$ cat src/rtl/eth_rx_fetch.sv
// AXI read-side initiator that polls the Ethernet RX status, reads the frame byte
// count and drains the frame with one burst, forwarding beats as a backpressured stream.
module eth_rx_fetch #(
   parameter logic [31:0] ADDR_RX_EMPTY      = 32'h0,
   parameter logic [31:0] ADDR_RX_DATA_COUNT = 32'h0,
   parameter logic [31:0] ADDR_RX_DATA       = 32'h0,
   parameter int unsigned POLL_INTERVAL      = 64,
   parameter int unsigned MAX_BYTES          = 1536,
   parameter int unsigned TIMEOUT            = 1024
) (
   input  logic        clk_100_mhz,
   input  logic        rst,
   input  logic        enable,
   input  logic        err_clear,
   output logic [31:0] araddr,
   output logic        arvalid,
   input  logic        arready,
   input  logic [31:0] rdata,
   input  logic        rvalid,
   output logic        rready,
   input  logic        rlast,
   output logic [31:0] frame_data,
   output logic        frame_valid,
   output logic        frame_last,
   input  logic        frame_ready,
   output logic [15:0] frame_len,
   output logic        busy,
   output logic [15:0] frames_count,
   output logic        err_oversize,
   output logic        err_timeout
);

   localparam int PW = $clog2(POLL_INTERVAL + 1);
   localparam int TW = $clog2(TIMEOUT + 1);
   localparam logic [PW-1:0] POLL_LOAD = PW'(POLL_INTERVAL - 1);
   localparam logic [TW-1:0] TMO_LAST  = TW'(TIMEOUT - 1);
   localparam logic [31:0]   MAX_B     = 32'(MAX_BYTES);

   typedef enum logic [2:0] {
      IDLE, POLL_WAIT, AR_STAT, AR_CNT, AR_DATA, R_STAT, R_CNT, R_DATA
   } state_t;

   state_t          state_q, state_d;
   logic [PW-1:0]   poll_cnt_q;
   logic [TW-1:0]   tmo_cnt_q;
   logic            ar_state, r_state;
   logic            ar_hs, r_hs, any_hs;
   logic            tmo_hit, len_bad;
   logic            set_oversize;

   assign ar_state = (state_q == AR_STAT) || (state_q == AR_CNT) || (state_q == AR_DATA);
   assign r_state  = (state_q == R_STAT)  || (state_q == R_CNT)  || (state_q == R_DATA);
   assign ar_hs    = ar_state && arvalid && arready;
   assign r_hs     = r_state && rvalid && rready;
   assign any_hs   = ar_hs || r_hs;

   // Consecutive cycles without a handshake in any bus-waiting state.
   assign tmo_hit  = (ar_state || r_state) && !any_hs && (tmo_cnt_q == TMO_LAST);

   assign len_bad      = (rdata[15:0] == 16'd0) || ({16'd0, rdata[15:0]} > MAX_B);
   assign set_oversize = (state_q == R_CNT) && r_hs && len_bad;

   // State register
   always_ff @(posedge clk_100_mhz) begin
      if (rst) state_q <= IDLE;
      else     state_q <= state_d;
   end

   // Next-state logic
   always_comb begin
      state_d = state_q;
      case (state_q)
         IDLE:      if (enable) state_d = POLL_WAIT;
         POLL_WAIT: if (poll_cnt_q == '0) state_d = enable ? AR_STAT : IDLE;
         AR_STAT:   if (ar_hs) state_d = R_STAT;
         AR_CNT:    if (ar_hs) state_d = R_CNT;
         AR_DATA:   if (ar_hs) state_d = R_DATA;
         R_STAT:    if (r_hs) state_d = rdata[0] ? AR_CNT : POLL_WAIT;
         R_CNT:     if (r_hs) state_d = len_bad ? POLL_WAIT : AR_DATA;
         R_DATA:    if (r_hs && rlast) state_d = enable ? POLL_WAIT : IDLE;
         default:   state_d = IDLE;
      endcase
      if (tmo_hit) state_d = POLL_WAIT;
   end

   // Output logic: the data phase is a zero-latency pass-through of the R channel
   always_comb begin
      rready      = 1'b0;
      frame_valid = 1'b0;
      frame_last  = 1'b0;
      busy        = 1'b1;
      case (state_q)
         IDLE, POLL_WAIT: busy = 1'b0;
         R_STAT, R_CNT:   rready = 1'b1;
         R_DATA: begin
            rready      = frame_ready;
            frame_valid = rvalid;
            frame_last  = rvalid && rlast;
         end
         default: ;
      endcase
   end

   assign frame_data = rdata;

   // Poll and timeout counters
   always_ff @(posedge clk_100_mhz) begin
      if (rst) begin
         poll_cnt_q <= '0;
         tmo_cnt_q  <= '0;
      end else begin
         if (state_d == POLL_WAIT && state_q != POLL_WAIT)
            poll_cnt_q <= POLL_LOAD;
         else if (state_q == POLL_WAIT && poll_cnt_q != '0)
            poll_cnt_q <= poll_cnt_q - 1'b1;

         if (state_d != state_q || any_hs)
            tmo_cnt_q <= '0;
         else if (ar_state || r_state)
            tmo_cnt_q <= tmo_cnt_q + 1'b1;
      end
   end

   // AR channel: arvalid rises one cycle after entering an AR state and drops
   // when the state is left (handshake or timeout); araddr settles alongside it.
   always_ff @(posedge clk_100_mhz) begin
      if (rst) begin
         arvalid <= 1'b0;
         araddr  <= '0;
      end else begin
         arvalid <= (state_d == state_q) &&
                    (state_d == AR_STAT || state_d == AR_CNT || state_d == AR_DATA);
         case (state_q)
            AR_STAT: araddr <= ADDR_RX_EMPTY;
            AR_CNT:  araddr <= ADDR_RX_DATA_COUNT;
            AR_DATA: araddr <= ADDR_RX_DATA;
            default: ;
         endcase
      end
   end

   // Frame bookkeeping and sticky errors (a new error beats err_clear)
   always_ff @(posedge clk_100_mhz) begin
      if (rst) begin
         frame_len    <= '0;
         frames_count <= '0;
         err_oversize <= 1'b0;
         err_timeout  <= 1'b0;
      end else begin
         if (state_q == R_CNT && r_hs)
            frame_len <= rdata[15:0];
         if (state_q == R_DATA && r_hs && rlast)
            frames_count <= frames_count + 16'd1;
         err_oversize <= set_oversize || (err_oversize && !err_clear);
         err_timeout  <= tmo_hit      || (err_timeout  && !err_clear);
      end
   end

endmodule

$ cat config.mk
export PLATFORM = sky130hd
export DESIGN_NAME = eth_rx_fetch
export DESIGN_NICKNAME = d
export VERILOG_FILES = /design/src/rtl/eth_rx_fetch.sv
export SDC_FILE = /design/constraint.sdc
export NUM_CORES = 1
export LEC_CHECK = 0
export ABC_AREA = 1
export ABC_CLOCK_PERIOD_IN_PS = 3700
export CORE_ASPECT_RATIO = 0.6
export CORE_UTILIZATION = 46
export CTS_CLUSTER_DIAMETER = 50
export CTS_CLUSTER_SIZE = 24
export DETAILED_ROUTE_END_ITERATION = 10
export GPL_TIMING_DRIVEN = 0
export PLACE_DENSITY = 0.83
export SLEW_MARGIN = 20
export SYNTH_ARGS = -nofsm -noshare
export SYNTH_HDL_FRONTEND = slang
export SYNTH_SLANG_ARGS = --single-unit
export TNS_END_PERCENT = 20
$ cat constraint.sdc
create_clock -name clk_100_mhz -period 3.7 [get_ports clk_100_mhz]
set_input_delay 0.37 -clock clk_100_mhz [delete_from_list [all_inputs] [get_ports clk_100_mhz]]
set_output_delay 0.37 -clock clk_100_mhz [all_outputs]
set_load 0.1 [all_outputs]
==> results.toml, run 1 <==
[status]
outcome = "complete, but fails checks"
violations = "design-rule violations"

[clocking]
numCtsBuffers = 5
insertion_delay_ps = 300
root_buffer = "clkbuf_16"
clock-sinks = 56
cts_resized = 0
h-tree-depth = 2
ctsHoldBuffers = 0
cts_setup_buffers = 0
tritoncts = "yes"
clk_pin_slew_ps = 80
clockBufferDepth = 2

[synth]
synthXorXnorAreaFrac_pct = 4.20
syn_area_um2 = 3340
synthCells = 473
yosysUniqueCellTypes = 38
postSynthAreaPerCell_um2 = 7.05
synth_fa_ha_area_share_pct = 1.50
synth_top_family_by_area = "simple AND/OR/NAND/NOR gates"
ys_seq_area_share_pct = 33.6
synth_compound_area_share_pct = 8.70
muxShareOfSynthArea_pct = 0.300
ys_warn_count = 0
ys.flop_type = "dfxtp_1"
synth-simple-area-share_pct = 30.8
synthArstFlopShare_pct = 0
ys_ff_latch = 56
synth_edf_count = 0

[place]
place.gp.congestion = 0.903
post-dp-hpwl_um = 6690
io_buffers = 94

[grt]
overflow = 0
grt_pass1_vias = 2908
antenna_found_initial = 0
grt_pass1_wl_um = 13400
grt_util_all_layers_pct = 22.1
grt_max_degree = 19

[pwr]
internal-power_mw = 1.00
swShare_pct = 38.3
peakVddDrop_mv = 0.174
clock_power_share_pct = 29.7
seqPwrFrac_pct = 38.5
total_power_mw = 1.63
power_frac_comb_pct = 31.8
p_leak_nw = 2.05
power.density_nw_per_um2 = 350
p_sw_uw = 623

[route]
wirelength_um = 8410
ant_nets = 0
drtPass1Iterations = 7
drt-initial-drc-count = 190
routed_via_density = 4.76
routed-via-count = 3296
drc = 8
post_drt_wl_per_cell_um = 12.1

[worst_setup_path]
rr_startpoint = "state_q[1]"
startpoint = "state_q[1]"
critPathMaxFanout = 7
worst_setup_path_end_kind = "output pin"
crit_arrival_ps = 2470
required_ps = 3330
critical_path_class = "reg -> out"
critPathLaunchType = "register"

[sta]
fmax_mhz = 352
period_share_pct = 76.7
tns_ps = 0
finalHoldViolCount = 0
setup_violations = 0
fin_crit_ps = 2840
fin_worst_skew_ps = 8.85
worstMarginPinSlew_ps = 1000
relSlewSlack_pct = 32.8
rsz0062_at_grt = "no"
slew_violations = 0

[finish]
multi_input_area_um2 = 1640
final_common_cell = "clkdlybuf4s50_1"
nets = 649
antenna_cells = 0
drive_above_1_share_pct = 17.3
synthToLayoutAreaGrowth_pct = 39.3
fill_cells = 589
regArea_um2 = 1120
final_cell_mix = "94 x clkdlybuf4s50_1, 82 x nor2_1, 67 x nand2_1"

[die]
die-area_um2 = 7610
rows = 23
core_um2 = 6850
fp.dieH_um = 68.0
initial_core_util_pct = 48.7
num_io_pins = 143
die_w_um = 112

[hold_path]
hold_path_class = "reg -> reg"
hp-start = "err_timeout"

[job]
maxCapViolations = 0
## flip-flops by register name (all words and copies together) (netlist names)
signal	cells
arvalid	1
tmo_cnt_q	11
poll_cnt_q	7
err_timeout	1
frames_count	16
err_oversize	1
state_q	3
frame_len	16
## worst paths after layout
kind	endpoint	slack, ps	cells past startpoint
setup / recovery	frame_last	860	3
hold / removal	err_timeout	480	2
setup reg to reg	tmo_cnt_q[9]	1510	12
hold reg to reg	err_timeout	480	2
## logic make-up after synthesis
| logic type | Yosys count |
|---|---|
| compound gates | 55 |
| xor+xnor | 16 |
| fa+ha+maj | 4 |
| buf+inv | 117 |
| flops | 56 |
| mux | 1 |
| other cells | 1 |
| simple gates | 223 |
## layout make-up
cell class | count | share of cell area, %
Clock inverter | 3 | 0.457
Inverter | 44 | 3.61
Sequential cell | 56 | 24.1
Tap cell | 87 | 2.34
Timing Repair Buffer | 94 | 20.2
Clock buffer | 5 | 2.69
Buffer | 73 | 11.3
Multi-Input combinational cell | 331 | 35.2
## routing by layer
layer / GRT usage [%] / share of wire (%) / vias up
li1: - / - / 1677
met1: 29.6 / 47 / 1483
met2: 37.2 / 46 / 128
met3: 4.43 / 6.7 / 8
met4: 5.17 / 0.71 / 0
met5: 0 / 0 / -
## worst max-delay path: stages (launching register included)
cell             delay (ps)
dfxtp_1                 520
nand3_1                 280
nor2_1                  200
clkdlybuf4s50_1        1170
## stage by stage
step                      instances  cell area (µm²)  util (%)  setup WS (ps)  hold slack, ps
final                           693             4650      67.9            861             479
after global routing            693             4650      67.9            777             507
after CTS                       693             4650      67.9            916             482
after detailed placement        685             4500      65.7            965             471
after global placement          685             4500      65.7            985             463
after floorplan                 504             3450         -            399             454
## synth_stat cells, types with 2 or more instances
library cell  instances  share of area, %
nor3_1               14               2.1
and3_1                2              0.37
nor2_4                2              0.67
nor2_1               82               9.2
a211oi_1              2              0.45
xnor2_1               8               2.1
buf_4                65                15
nand4_1               6               1.1
nand3_2               3              0.90
nand2_2               4              0.75
ha_1                  4               1.5
nand2_4               2              0.67
o21ai_0              24               3.6
nand2_1              67               7.5
a21oi_1              25               3.7
inv_1                37               4.2
nor3b_1               2              0.45
nand3_1              25               3.7
xor2_1                8               2.1
clkbuf_1              5              0.56
inv_2                 5              0.56
nor2_2               10               1.9
dfxtp_1              56                34
## power groups by stage
stage	Sequential (mW)	Clock (mW)	Combinational [mW]
6_report	0.626	0.484	0.517
2_1_floorplan	0.638	0	0.425
5_1_grt	0.627	0.521	0.538
3_5_place_dp	0.640	0	0.513
4_1_cts	0.626	0.485	0.514
3_3_place_gp	0.639	0	0.506
Note: power is estimated with default switching activity, not from simulation.
==> run 2, diff against run 1 <==
--- a/config.mk
+++ b/config.mk
@@ -6,14 +6,14 @@
 export NUM_CORES = 1
 export LEC_CHECK = 0
 export ABC_AREA = 1
-export ABC_CLOCK_PERIOD_IN_PS = 3700
+export ABC_CLOCK_PERIOD_IN_PS = 2800
 export CORE_ASPECT_RATIO = 0.6
-export CORE_UTILIZATION = 46
+export CORE_UTILIZATION = 43
 export CTS_CLUSTER_DIAMETER = 50
 export CTS_CLUSTER_SIZE = 24
 export DETAILED_ROUTE_END_ITERATION = 10
 export GPL_TIMING_DRIVEN = 0
-export PLACE_DENSITY = 0.83
+export PLACE_DENSITY = 0.78
 export SLEW_MARGIN = 20
 export SYNTH_ARGS = -nofsm -noshare
 export SYNTH_HDL_FRONTEND = slang
==> constraint.sdc (replaced) <==
create_clock -name clk_100_mhz -period 2.8 [get_ports clk_100_mhz]
set_input_delay 0.28 -clock clk_100_mhz [delete_from_list [all_inputs] [get_ports clk_100_mhz]]
set_output_delay 0.28 -clock clk_100_mhz [all_outputs]
set_load 0.1 [all_outputs]
==> run 2 against run 1 <==
Effect of this change:
- the flow now finishes without violations
- largest power group unchanged
- combinational power is 32% higher
- total power rose by 36%
- worst hold slack got worse by 8.5 ps
==> results.toml, run 2 (synthesis results as in run 1) <==
[route]
post_drt_wl_per_cell_um = 11.6
ant_nets = 0
wirelength_um = 8250
drt-initial-drc-count = 204
routed-via-count = 3197
routed_via_density = 4.50
drc = 0
drtPass1Iterations = 4

[grt]
overflow = 0
met2_usage_pct = 31.6
grt_pass1_vias = 2928
top_usage_layer = "met2"
grt_use_met3_pct = 4.60
grt_pass1_wl_um = 13700
grt_max_degree = 17
antenna_found_initial = 0
grt_util_all_layers_pct = 21.3
met1_usage_pct = 31.3

[worst_setup_path]
critical_path_class = "reg -> out"
critPathMaxFanout = 7
path_buf_inv = 1
slowest_stage = "clkdlybuf4s50_1"
rr_startpoint = "state_q[2]"
cpPeakStageDelay_ps = 1170
crit_arrival_ps = 2410
reg2reg_depth = 11
r2r_setup_slack_ps = 570
critPathLaunchType = "register"
required_ps = 2520
reg2reg_to = "poll_cnt_q[6]"
worst_setup_path_end_kind = "output pin"
cp_top_family = "buffers and inverters"
worstPathCellList = "nand3_1 > nor2_2 > clkdlybuf4s50_1"

[sta]
setup_violations = 0
fin_crit_ps = 2690
worstMarginPinSlew_ps = 1010
rsz0062_at_grt = "no"
finalHoldViolCount = 0
fmax_mhz = 372
tns_ps = 0
period_share_pct = 96.0
slew_violations = 0
fin_worst_skew_ps = 6.68
relSlewSlack_pct = 32.7

[finish]
synthToLayoutAreaGrowth_pct = 40.6
antenna_cells = 0
nets = 649
fill_cells = 659
regArea_um2 = 1120
multi_input_area_um2 = 1640
drive_above_1_share_pct = 17.3
final_common_cell = "clkdlybuf4s50_1"
final_cell_mix = "94 x clkdlybuf4s50_1, 81 x nor2_1, 67 x nand2_1"
largestRegisters = "frame_len x16, frames_count x16, tmo_cnt_q x11"

[pwr]
power_frac_comb_pct = 30.8
total_power_mw = 2.21
internal-power_mw = 1.41
p_sw_uw = 794
peakVddDrop_mv = 0.269
swShare_pct = 36.0
power.density_nw_per_um2 = 471
clock_power_share_pct = 31.7
seqPwrFrac_pct = 37.5
p_leak_nw = 2.06

[clocking]
cts_setup_buffers = 0
clock-sinks = 56
h-tree-depth = 2
clk_pin_slew_ps = 70
tritoncts = "yes"
clockBufferDepth = 2
insertion_delay_ps = 290
ctsHoldBuffers = 0
numCtsBuffers = 5
root_buffer = "clkbuf_16"
cts_resized = 0

[die]
initial_core_util_pct = 45.2
die-area_um2 = 8130
core_um2 = 7390
num_io_pins = 143
fp.dieH_um = 70.2
die_w_um = 116
rows = 24

[status]
outcome = "complete, no violations"

[place]
post-dp-hpwl_um = 6610
place.gp.congestion = 0.887
io_buffers = 94

[hold_path]
whs_path_depth = 2
hold_path_class = "reg -> reg"
whs_endpoint = "err_timeout"
hp-start = "err_timeout"

[job]
maxCapViolations = 0
-- run 2: cell count changes in the layout (fill, tap and decap cells not counted) --
cell	before	now
nor2_1	82	81
nor2_2	10	11
bufinv_16	0	1
inv_6	1	0
clkinvlp_4	1	0
clkbuf_1	5	6
-- run 2: metal layers --
metal	routed length, µm	vias to the layer above
met5	0	-
met2	3560	118
met3	513	5
met1	4130	1404
li1	-	1670
met4	44	0
-- run 2: power groups by stage --
stage          Sequential, mW  Clock [mW]  Combinational, mW
2_1_floorplan           0.843           0              0.562
3_3_place_gp            0.845           0              0.669
3_5_place_dp            0.845           0              0.676
4_1_cts                 0.828       0.717              0.677
5_1_grt                 0.830       0.752              0.714
6_report                0.828       0.700              0.680
-- run 2: per-stage QoR --
step / hold slack [ps] / instances / cell area, µm² / setup slack [ps] / utilization (%)
5_1_grt: 507 / 710 / 4690 / 79.2 / 63.5
3_5_place_dp: 469 / 702 / 4530 / 258 / 61.3
4_1_cts: 478 / 710 / 4690 / 134 / 63.5
6_report: 471 / 710 / 4690 / 113 / 63.5
3_3_place_gp: 459 / 702 / 4530 / 276 / 61.3
2_1_floorplan: 364 / 504 / 3460 / 68.5 / -
-- run 2: worst min-delay path, cell delays in order, from the launching register on --
cell and delay [ps]:
dfxtp_1 310, nand2_1 60, a21oi_1 50
-- run 2: how the worst max path moves through the flow --
stage / from / endpoint / slack (ps) / cells past startpoint
after floorplan: state_q[2] / frames_count[13] / 70 / 11
after global placement: rvalid / frame_valid / 280 / 4
after detailed placement: rvalid / frame_valid / 260 / 4
after CTS: state_q[1] / frame_last / 130 / 3
after global routing: state_q[2] / frame_last / 80 / 4
final: state_q[1] / frame_last / 110 / 3
-- run 2: area by class of cell --
cell class	count	area share (%)
Multi-Input combinational cell	331	35.0
Sequential cell	56	23.9
Timing Repair Buffer	94	20.1
Buffer	73	11.2
Inverter	44	3.57
Tap cell	104	2.77
Clock buffer	6	2.75
Clock inverter	2	0.747
